File: src/rtl/load_store_unit.sv
// load_store_unit: memory stage with a single-outstanding valid/grant data port and load extension.
// Rev 1.0 | optional MISALIGN_TRAP_EN traps misaligned half/word accesses without touching memory.
`default_nettype none

module load_store_unit #(
  parameter int TIMEOUT_CYCLES = 64,
  parameter int RD_W           = 5
) (
  input  logic            clk,
  input  logic            rst_n,
  input  logic            req_valid,
  output logic            req_ready,
  input  logic            mem_r,
  input  logic            mem_w,
  input  logic [2:0]      funct3,
  input  logic [31:0]     addr,
  input  logic [31:0]     wdata,
  input  logic [RD_W-1:0] rd_in,
  output logic            stall,
  output logic            resp_valid,
  output logic [31:0]     resp_rdata,
  output logic [RD_W-1:0] resp_rd,
  output logic            bus_err,
  output logic            misalign_err,
  output logic            dmem_req,
  output logic            dmem_we,
  output logic [31:0]     dmem_addr,
  output logic [3:0]      dmem_be,
  output logic [31:0]     dmem_wdata,
  input  logic            dmem_gnt,
  input  logic            dmem_rvalid,
  input  logic [31:0]     dmem_rdata
);

  localparam int CNT_W = $clog2(TIMEOUT_CYCLES) + 1;

  typedef enum logic [1:0] {IDLE, REQ, WAIT, RESP} state_t;

  state_t            state, state_nx;
  logic [CNT_W-1:0]  cnt;
  logic [31:0]       addr_q, wdata_q, rdata_q;
  logic [2:0]        f3_q;
  logic              we_q, berr_q, merr_q;
  logic [RD_W-1:0]   rd_q;

  logic any_op, bad_op, legal_f3, misaligned, timeout;
  logic [31:0] ld_val;
  logic [7:0]  ld_byte;
  logic [15:0] ld_half;

  assign any_op   = req_valid && (mem_r || mem_w);
  assign legal_f3 = mem_w ? (funct3 <= 3'b010)
                          : (funct3 inside {3'b000, 3'b001, 3'b010, 3'b100, 3'b101});
  assign bad_op   = (mem_r && mem_w) || !legal_f3;
  assign timeout  = cnt >= CNT_W'(TIMEOUT_CYCLES - 1);

`ifdef MISALIGN_TRAP_EN
  assign misaligned = ((funct3[1:0] == 2'b01) && addr[0]) ||
                      ((funct3[1:0] == 2'b10) && (addr[1:0] != 2'b00));
`else
  assign misaligned = 1'b0;
`endif

  always_ff @(posedge clk or negedge rst_n) begin
    if (!rst_n) state <= IDLE;
    else        state <= state_nx;
  end

  always_comb begin
    state_nx = state;
    case (state)
      IDLE: if (any_op) state_nx = (bad_op || misaligned) ? RESP : REQ;
      REQ:  if (dmem_gnt) state_nx = we_q ? RESP : WAIT;
            else if (timeout) state_nx = RESP;
      WAIT: if (dmem_rvalid || timeout) state_nx = RESP;
      RESP: state_nx = IDLE;
      default: state_nx = IDLE;
    endcase
  end

  // Lane extraction from the returned word using the captured address and width.
  assign ld_byte = dmem_rdata[{addr_q[1:0], 3'b000} +: 8];
  assign ld_half = addr_q[1] ? dmem_rdata[31:16] : dmem_rdata[15:0];

  always_comb begin
    ld_val = 32'd0;
    case (f3_q)
      3'b000:  ld_val = {{24{ld_byte[7]}}, ld_byte};
      3'b001:  ld_val = {{16{ld_half[15]}}, ld_half};
      3'b010:  ld_val = dmem_rdata;
      3'b100:  ld_val = {24'd0, ld_byte};
      3'b101:  ld_val = {16'd0, ld_half};
      default: ld_val = 32'd0;
    endcase
  end

  always_ff @(posedge clk or negedge rst_n) begin
    if (!rst_n) begin
      cnt     <= '0;
      addr_q  <= '0;
      wdata_q <= '0;
      rdata_q <= '0;
      f3_q    <= '0;
      we_q    <= 1'b0;
      berr_q  <= 1'b0;
      merr_q  <= 1'b0;
      rd_q    <= '0;
    end else begin
      case (state)
        IDLE: if (any_op) begin
          addr_q  <= addr;
          wdata_q <= wdata;
          f3_q    <= funct3;
          we_q    <= mem_w;
          rd_q    <= rd_in;
          cnt     <= '0;
          rdata_q <= '0;
          berr_q  <= bad_op;
          merr_q  <= !bad_op && misaligned;
        end
        REQ: begin
          cnt <= cnt + 1'b1;
          if (!dmem_gnt && timeout) berr_q <= 1'b1;
        end
        WAIT: begin
          cnt <= cnt + 1'b1;
          if (dmem_rvalid)  rdata_q <= ld_val;
          else if (timeout) berr_q  <= 1'b1;
        end
        default: ;
      endcase
    end
  end

  assign req_ready    = (state == IDLE);
  assign stall        = (state != IDLE) || any_op;
  assign resp_valid   = (state == RESP);
  assign resp_rdata   = rdata_q;
  assign resp_rd      = rd_q;
  assign bus_err      = resp_valid && berr_q;
  assign misalign_err = resp_valid && merr_q;

  assign dmem_req  = (state == REQ);
  assign dmem_we   = dmem_req && we_q;
  assign dmem_addr = dmem_req ? {addr_q[31:2], 2'b00} : 32'd0;

  always_comb begin
    dmem_be    = 4'd0;
    dmem_wdata = 32'd0;
    if (dmem_req) begin
      case (f3_q[1:0])
        2'b00: begin
          dmem_be    = 4'b0001 << addr_q[1:0];
          dmem_wdata = {4{wdata_q[7:0]}};
        end
        2'b01: begin
          dmem_be    = 4'b0011 << {addr_q[1], 1'b0};
          dmem_wdata = {2{wdata_q[15:0]}};
        end
        default: begin
          dmem_be    = 4'b1111;
          dmem_wdata = wdata_q;
        end
      endcase
    end
  end

endmodule

`default_nettype wire

File: config.mk
export PLATFORM = sky130hd
export DESIGN_NAME = load_store_unit
export DESIGN_NICKNAME = d
export VERILOG_FILES = /design/src/rtl/load_store_unit.sv
export SDC_FILE = /design/constraint.sdc
export NUM_CORES = 1
export LEC_CHECK = 0
export BUFFER_PORTS_ARGS = -buffer_cell sky130_fd_sc_hd__buf_4
export CORE_UTILIZATION = 49
export CTS_CLUSTER_SIZE = 30
export DETAILED_ROUTE_END_ITERATION = 7
export MAX_ROUTING_LAYER = met4
export PLACE_DENSITY = 0.8
export SLEW_MARGIN = 20
export SYNTH_ARGS = -nofsm -noshare
export SYNTH_HDL_FRONTEND = slang
export SYNTH_SLANG_ARGS = --single-unit
File: constraint.sdc
create_clock -name clk -period 1.95 [get_ports clk]
set_input_delay 0.195 -clock clk [delete_from_list [all_inputs] [get_ports clk]]
set_output_delay 0.195 -clock clk [all_outputs]
set_load 0.01 [all_outputs]
==> impl_metrics.yaml, run 1 <==
global_routing:
  antenna_found_initial: 0
  grt_pass1_wl_um: 27700
  grt.total_usage: 0.297
  grt_start_max_net_pins: 116
  grt_pass1_vias: 5431
  overflow: 0
drt:
  via_per_inst: 5.68
  drt_iter0_drc: 443
  drtPass1Iterations: 5
  wl_per_cell_um: 19.4
  drcViolationCount: 0
  antenna_left: 0
  wirelength_um: 18000
  num_vias: 5281
floorplan:
  die_w_um: 111
  die_y_um: 111
  io_pins: 223
  rows: 39
  core_region_area_sq_um: 11500
  initial_utilization: 0.506
  dieArea_sq_um: 12300
cts:
  cts_max_path_buffers: 2
  numCtsBuffers: 17
  tritoncts: "yes"
  worstSkewPairLatency_ns: 0.42
  cts_sinks: 115
  htreeDepth: 4
  clk_pin_slew_ns: 0.06
  root_buffer: "clkbuf_16"
logic_synthesis:
  synth_edf_count: 0
  ys_ff_latch: 115
  avgSynthCellArea_sq_um: 11.4
  synthCells: 509
  synth_flop_cell: "dfrtp_1"
  synth_top_area_cell: "dfrtp_1"
  synth_most_common_cell: "dfrtp_1"
  ys_seq_area_frac: 0.495
  synth_common_cells: "dfrtp_1, mux2_2, and2_1, nand2_1"
  yosys.cell_types.count: 50
  ys_warn_count: 0
  async_flop_share: 1.00
  synth.top_cell.area_share: 0.495
  syn_area_sq_um: 5810
  ys_top_cells_by_area: "dfrtp_1, mux2_2, and2_1, nand2_1, mux2i_1"
placed_design:
  hpwl_um: 11600
  place_congestion: 0.901
  port_buffers: 219
  placed_area_sq_um: 7660
timing:
  tightestPinTransition_ns: 0.651
  post-route-period-util: 0.987
  relSlewSlack: 0.566
  setup_viol: 0
  fin_skew_ns: 0.00587
  whs_ns: 0.0109
  period_minus_slack_ns: 1.92
  finalHoldViolCount: 0
  max_freq_mhz: 520
  rsz0062_at_grt: "yes"
  fin_setup_tns_ns: 0
  final_max_slew_viol_count: 0
critical_path:
  timing_worst_setup_path_type: "reg -> out"
  critPathSlowestCell: "dfrtp_2"
  critPathLaunchType: "flip-flop"
  critPathTopFamily: "buffers and inverters"
  cp_slowest_stage_delay_ns: 0.44
  r2r_cells: 6
  crit_chain: "inv_1 -> ha_2 -> buf_4 -> nand2_1 -> buf_4"
  worstPathArrival_ns: 1.73
  crit_end: "stall"
  cp-end-kind: "primary output"
  worst_r2r_endpoint: "resp_rdata[29]"
  path_common_cell: "buf_4"
  reg2reg_slack_ns: 0.09
  crit_cells: 5
  r2r_start: "state[0]"
  path_buf_inv: 3
  critPathLaunch: "state[0]"
  critPathRequiredTime_ns: 1.75
  critPathMaxFanout: 9
finish:
  layout-drive-gt1-share: 0.480
  fill_cells: 745
  final_util: 0.765
  diodes: 0
  design_area_sq_um: 8770
  num-nets-final: 890
  syn_to_final_growth_pct: 50.9
power:
  vdd_drop_max_v: 0.00104
  finalPower_w: 0.0143
  powerDensity_nw_per_um2: 1630
  power_leakage_nw: 4.24
run_status:
  status: "completed"
hold_path:
  hp-start: "addr[13]"
  hold_path_class: "in -> reg"
job:
  cap_viol_max_count: 0
==> per-layer routing <==
layer	GRT usage	vias to the layer above	wire [um]
met1	0.347	2622	7080
met4	0.126	0	411
met5	-	-	0
met3	0.0869	39	1440
met2	0.479	263	9080
li1	-	2357	-
==> flip-flops by register name, indices dropped and copies added (netlist names) <==
register and flops:
we_q 1, resp_rdata 32, resp_rd 5, berr_q 1
f3_q 3, cnt 7, state 2, addr_q 32
wdata_q 32
==> logic make-up after synthesis <==
kind of cell	after synthesis	synth area share
flops	115	0.495
simple gates	135	0.123
compound gates	107	0.138
mux	102	0.196
buf+inv	44	0.0360
fa+ha+maj	5	0.0108
other cells	1	0.000646
==> stage by stage <==
stage               setup slack [ns]  instances
floorplan                      0.125        511
global placement              0.0493        856
detailed placement           -0.0422        856
CTS                          -0.0295        923
global route                 -0.0318        930
finish                        0.0259        930
==> placed cells by master, fill, tap and decap left out, types with 6 or more instances in the layout <==
master,Yosys,layout
buf_4,4,239
dfrtp_1,115,112
mux2_2,77,77
and2_1,50,50
nand2_1,50,50
dlygate4sd3_1,0,32
clkbuf_16,0,19
o21ai_1,18,18
mux2i_1,18,17
a221o_1,16,16
o21ai_0,15,14
nor2b_1,15,14
a221oi_1,8,8
a21boi_1,2,6
nand3_1,6,6
mux2_1,6,6
a222oi_1,6,6
==> how the worst min path moves through the flow <==
stage | to | slack, ns | cells past startpoint
CTS | addr_q[29] | 0.00007 | 2
detailed placement | resp_rdata[17] | 0.34 | 2
global placement | cnt[5] | 0.33 | 2
global route | wdata_q[16] | 0.006 | 2
finish | addr_q[13] | 0.01 | 2
floorplan | addr_q[0] | -0.10 | 0
==> cell type report <==
type,instances,area [sq um],area share
clock buffer,22,474,0.0541
clock inverter,10,130,0.0148
inverter,6,22.5,0.00257
multi-input combinational,352,2780,0.317
sequential,115,2880,0.329
tap,143,179,0.0204
timing repair buffer,282,2300,0.263
==> timing repair <==
| action | CTS | global route |
|---|---|---|
| setup endpoints to repair | 27 | 137 |
| setup buffers | 3 | 4 |
| hold buffers | 32 | 0 |
| pin swaps | 1 | 3 |
| cloned | 0 | 3 |
| resized for setup | 16 | 13 |
| endpoints found under the hold margin | 146 | 0 |
==> power breakdown <==
part	total (W)	internal, W	switching [W]	leakage (nW)
logic	0.00676	0.00356	0.00320	2.52
registers	0.00437	0.00352	0.000849	1.42
clock network	0.00318	0.00210	0.00109	0.296
Note: power is estimated with default switching activity, not from simulation.
==> run 2: changes to the inputs <==
Settings changed: CORE_ASPECT_RATIO from default to 1.4.
==> run 2 against run 1 <==
Compared with the run above: worst setup slack improved by 0.026 ns; register-to-register slack got worse by 0.02 ns; first-iteration DRC count fell by 28%; critical path depth fell by 1; clock skew fell by 0.0010 ns; final area fell by 2.0%; core utilization fell by 1.4 points; combinational power fell by 1%.
==> impl_metrics.yaml, run 2 (synthesized netlist as in run 1, its figures left out) <==
cts:
  worstSkewPairLatency_ns: 0.42
  clk_pin_slew_ns: 0.06
  cts_max_path_buffers: 2
  numCtsBuffers: 17
  htreeDepth: 4
  cts_sinks: 115
  tritoncts: "yes"
  root_buffer: "clkbuf_16"
drt:
  antenna_left: 0
  route.met2.wl_um: 9310
  wl_met1_um: 6220
  wl_per_cell_um: 19.3
  top_layer_used: "met4"
  drcViolationCount: 0
  drtPass1Iterations: 6
  met3_length_um: 1450
  wirelength_um: 17600
  via_per_inst: 5.72
  num_vias: 5223
  drt_iter0_drc: 317
finish:
  design_area_sq_um: 8600
  diodes: 0
  fill_cells: 756
  final_cell_mix: "buf_4, dfrtp_1, mux2_2, and2_1, nand2_1"
  syn_to_final_growth_pct: 48.0
  multi_input_area_sq_um: 2770
  final_common_cell: "buf_4"
  layout-drive-gt1-share: 0.489
  ff_latch_area_sq_um: 2880
  num-nets-final: 872
floorplan:
  dieArea_sq_um: 12300
  die_y_um: 131
  core_region_area_sq_um: 11500
  rows: 46
  die_w_um: 94.0
  io_pins: 223
  initial_utilization: 0.507
critical_path:
  worstPathArrival_ns: 1.70
  cp-end-kind: "primary output"
  timing_worst_setup_path_type: "reg -> out"
  crit_chain: "buf_6 -> mux2i_1 -> nor2b_1 -> buf_4"
  cp_slowest_stage_delay_ns: 0.47
  critPathLaunchType: "flip-flop"
  critPathMaxFanout: 15
  critPathRequiredTime_ns: 1.75
  critPathSlowestCell: "dfrtp_2"
timing:
  fin_setup_tns_ns: 0
  final_max_slew_viol_count: 0
  period_minus_slack_ns: 1.90
  tightestPinTransition_ns: 0.710
  relSlewSlack: 0.524
  finalHoldViolCount: 0
  post-route-period-util: 0.973
  max_freq_mhz: 527
  rsz0062_at_grt: "no"
  setup_viol: 0
  fin_skew_ns: 0.00486
power:
  power_leakage_nw: 4.15
  vdd_drop_max_v: 0.000935
  powerDensity_nw_per_um2: 1670
placed_design:
  hpwl_um: 12000
  placed_area_sq_um: 7670
  port_buffers: 219
  place_congestion: 0.928
global_routing:
  grt_pass1_wl_um: 26500
  antenna_found_initial: 0
  overflow: 0
  grt_start_max_net_pins: 62
  grt.total_usage: 0.297
  grt_pass1_vias: 5287
job:
  cap_viol_max_count: 0
hold_path:
  hold_path_class: "in -> reg"
run_status:
  status: "completed"
run 2: cell types whose count changed in the layout (fill, tap and decap cells not counted), moves of 3 or more:
cell	change
a21boi_0	+3
clkinvlp_4	+3
dlygate4sd3_1	-15
inv_6	+5
clkinv_2	-4
run 2: area by class of cell:
type	instances	area share
repair buffers	264	0.247
multi-input cells	352	0.323
well taps	144	0.0210
flip-flops and latches	115	0.335
clock buffers	18	0.0511
clock inverters	14	0.0205
inverters	6	0.00262
run 2: path summary, 6_finish.rpt:
kind,from,endpoint,slack (ns),cells past startpoint
setup / recovery,f3_q[1],dmem_wdata[16],0.05,4
hold / removal,addr[19],addr_q[19],0.005,2
setup reg to reg,f3_q[0],resp_rdata[8],0.07,4
hold reg to reg,resp_rdata[15],resp_rdata[15],0.49,1
max in group asynchronous,rst_n,wdata_q[10],0.99,3
min in group asynchronous,rst_n,resp_rdata[18],0.26,2
run 2: power by group:
part,switching (W),internal (W)
Combinational,0.00318,0.00350
Clock,0.00120,0.00206
Sequential,0.000867,0.00352
Total,0.00525,0.00907
run 2: what timing repair did:
item                                    4_1_cts  5_1_grt
endpoints found under the setup margin       15       92
gates cloned                                  1        1
gates resized for setup                       8       13
buffers inserted                              0        2
pin swaps                                     0        1
endpoints found under the hold margin        47        0
hold buffers                                 17        0
run 2: critical path: cells and delay by family, from the launching register on:
kind,cells,cell delay [ns]
buffers and inverters,2,0.38
DFF,1,0.47
muxes,1,0.32
and+or+nand+nor,1,0.11
run 2: stage by stage:
step           total power (W)  utilization  setup slack (ns)  instances  hold WS (ns)
6_report                0.0143        0.750            0.0523        913       0.00517
3_5_place_dp            0.0107        0.670            0.0256        860         0.179
2_1_floorplan          0.00798            -             0.125        511        -0.101
4_1_cts                 0.0141        0.743           0.00277        910     0.0000812
3_3_place_gp            0.0104        0.670             0.108        860         0.172
5_1_grt                 0.0151        0.750          0.000205        913      0.000302
run 2: per-layer routing:
metal,vias to the layer above,global-route usage
met5,-,-
met4,0,0.140
li1,2322,-
met2,293,0.510
met1,2549,0.320
met3,59,0.0752
==> run 3: changes to the inputs <==
Settings changed: BUFFER_PORTS_ARGS -buffer_cell sky130_fd_sc_hd__buf_4 to default, CORE_UTILIZATION 49 to 64, DONT_BUFFER_PORTS from default to 1.
==> run 3 against run 2 <==
Compared with the run above: the run now ends with negative hold slack, negative setup slack left; first-iteration DRC count rose by 82%; critical path type is now reg -> reg; clock power increased by 1%; final area shrank 7.3%; via count down 0.33%; count of clock-buffer cells in the layout rose by 2; highest routed layer unchanged; die area shrank 23%.
==> impl_metrics.yaml, run 3 (synthesized netlist as in run 1, its figures left out) <==
timing:
  tightestPinTransition_ns: 0.656
  whs_ns: -0.526
  rsz0062_at_grt: "yes"
  max_freq_mhz: 492
  fin_skew_ns: 0.00930
  post-route-period-util: 1.04
  final_max_slew_viol_count: 0
  setup_ws_ns: -0.0832
  period_minus_slack_ns: 2.03
  setup_viol: 18
  finalHoldViolCount: 116
  relSlewSlack: 0.560
finish:
  layout-drive-gt1-share: 0.303
  final_cell_mix: "dfrtp_1, dlygate4sd3_1, mux2_2, nand2_1, and2_1"
  final_common_cell: "dfrtp_1"
  final_util: 0.915
  num-nets-final: 750
  syn_to_final_growth_pct: 37.1
power:
  powerDensity_nw_per_um2: 1790
  vdd_drop_max_v: 0.00129
  power_leakage_nw: 3.50
  finalPower_w: 0.0143
global_routing:
  grt_pass1_wl_um: 28600
  grt.total_usage: 0.434
  grt_pass1_vias: 5356
  overflow: 0
  grt_start_max_net_pins: 116
  antenna_found_initial: 1
cts:
  htreeDepth: 4
  postCtsHoldBufs: 97
  cts_max_path_buffers: 2
  worstSkewPairLatency_ns: 0.42
  tritoncts: "yes"
  clk_pin_slew_ns: 0.06
  root_buffer: "clkbuf_16"
  cts_sinks: 115
  numCtsBuffers: 17
critical_path:
  critPathLaunchType: "flip-flop"
  cp-end-kind: "flip-flop"
  path_buf_inv: 2
  critPathLaunch: "f3_q[0]"
  r2r_cells: 6
  critPathMaxFanout: 7
  worstPathArrival_ns: 2.34
  path_common_cell: "buf_4"
  cp_slowest_stage_delay_ns: 0.49
  crit_cells: 6
  critPathRequiredTime_ns: 2.26
  crit_chain: "buf_4 -> buf_4 -> or3b_1 -> o31ai_2 -> a222oi_1 -> o21ai_1"
  timing_worst_setup_path_type: "reg -> reg"
  r2r_start: "f3_q[0]"
  critPathSlowestCell: "or3b_1"
  critPathTopFamily: "compound AO/OA/AOI/OAI gates"
floorplan:
  initial_utilization: 0.667
  dieArea_sq_um: 9470
  core_region_area_sq_um: 8710
  io_pins: 223
  rows: 40
  die_w_um: 82.5
  die_y_um: 115
drt:
  drtPass1Iterations: 6
  drcViolationCount: 0
  wirelength_um: 20900
  wl_per_cell_um: 27.7
  drt_iter0_drc: 576
  antenna_left: 0
  via_per_inst: 6.91
  num_vias: 5206
run_status:
  status: "finished with violations"
  violations: "negative hold slack, negative setup slack"
hold_path:
  hold_path_class: "in -> async"
placed_design:
  place_congestion: 0.830
  hpwl_um: 10100
  port_buffers: 0
job:
  cap_viol_max_count: 0
## run 3: layer usage
| layer | wire (um) | track usage | vias up |
|---|---|---|---|
| li1 | - | - | 2081 |
| met1 | 6810 | 0.439 | 2561 |
| met2 | 10900 | 0.720 | 457 |
| met3 | 2040 | 0.127 | 107 |
| met4 | 1140 | 0.270 | 0 |
| met5 | 0 | - | - |
## run 3: power by group
part | leakage [nW] | switching (W) | internal (W)
registers | 1.42 | 0.00124 | 0.00352
logic | 1.79 | 0.00331 | 0.00293
clock network | 0.290 | 0.00118 | 0.00211
## run 3: final cells by class
class | count | area, sq um
multi-input cells | 352 | 2880
flip-flops and latches | 115 | 2880
repair buffers | 142 | 1430
fillers | 307 | 743
clock buffers | 20 | 467
clock inverters | 12 | 155
well taps | 105 | 131
inverters | 6 | 22.5
diodes | 1 | 2.50
## run 3: per-stage QoR
| step | hold WS [ns] | instances | setup WS, ns | cell area (sq um) | TNS [ns] |
|---|---|---|---|---|---|
| after floorplan | -0.101 | 511 | 0.125 | 5820 | 0 |
| after global placement | -0.0985 | 611 | 0.0653 | 6060 | 0 |
| after detailed placement | -0.0985 | 611 | 0.0296 | 6060 | 0 |
| after CTS | -0.533 | 745 | 0.00775 | 7740 | 0 |
| after global routing | -0.538 | 753 | -0.143 | 7970 | -1.57 |
| final | -0.526 | 753 | -0.0832 | 7970 | -0.234 |
## run 3: final timing paths
path | to | slack (ns)
setup / recovery | resp_rdata[0] | -0.08
hold / removal | resp_rdata[8] | -0.53
setup reg to reg | resp_rdata[0] | -0.08
hold reg to reg | addr_q[27] | 0.50
max in group asynchronous | f3_q[1] | 2.30
min in group clk | resp_rdata[11] | -0.02
## run 3: what timing repair did
action / 4_1_cts / 5_1_grt
setup buffers: 4 / 6
gates resized for setup: 10 / 42
endpoints found under the hold margin: 212 / 115
gates cloned: 1 / 1
endpoints found under the setup margin: 10 / 143
pin swaps: 0 / 3
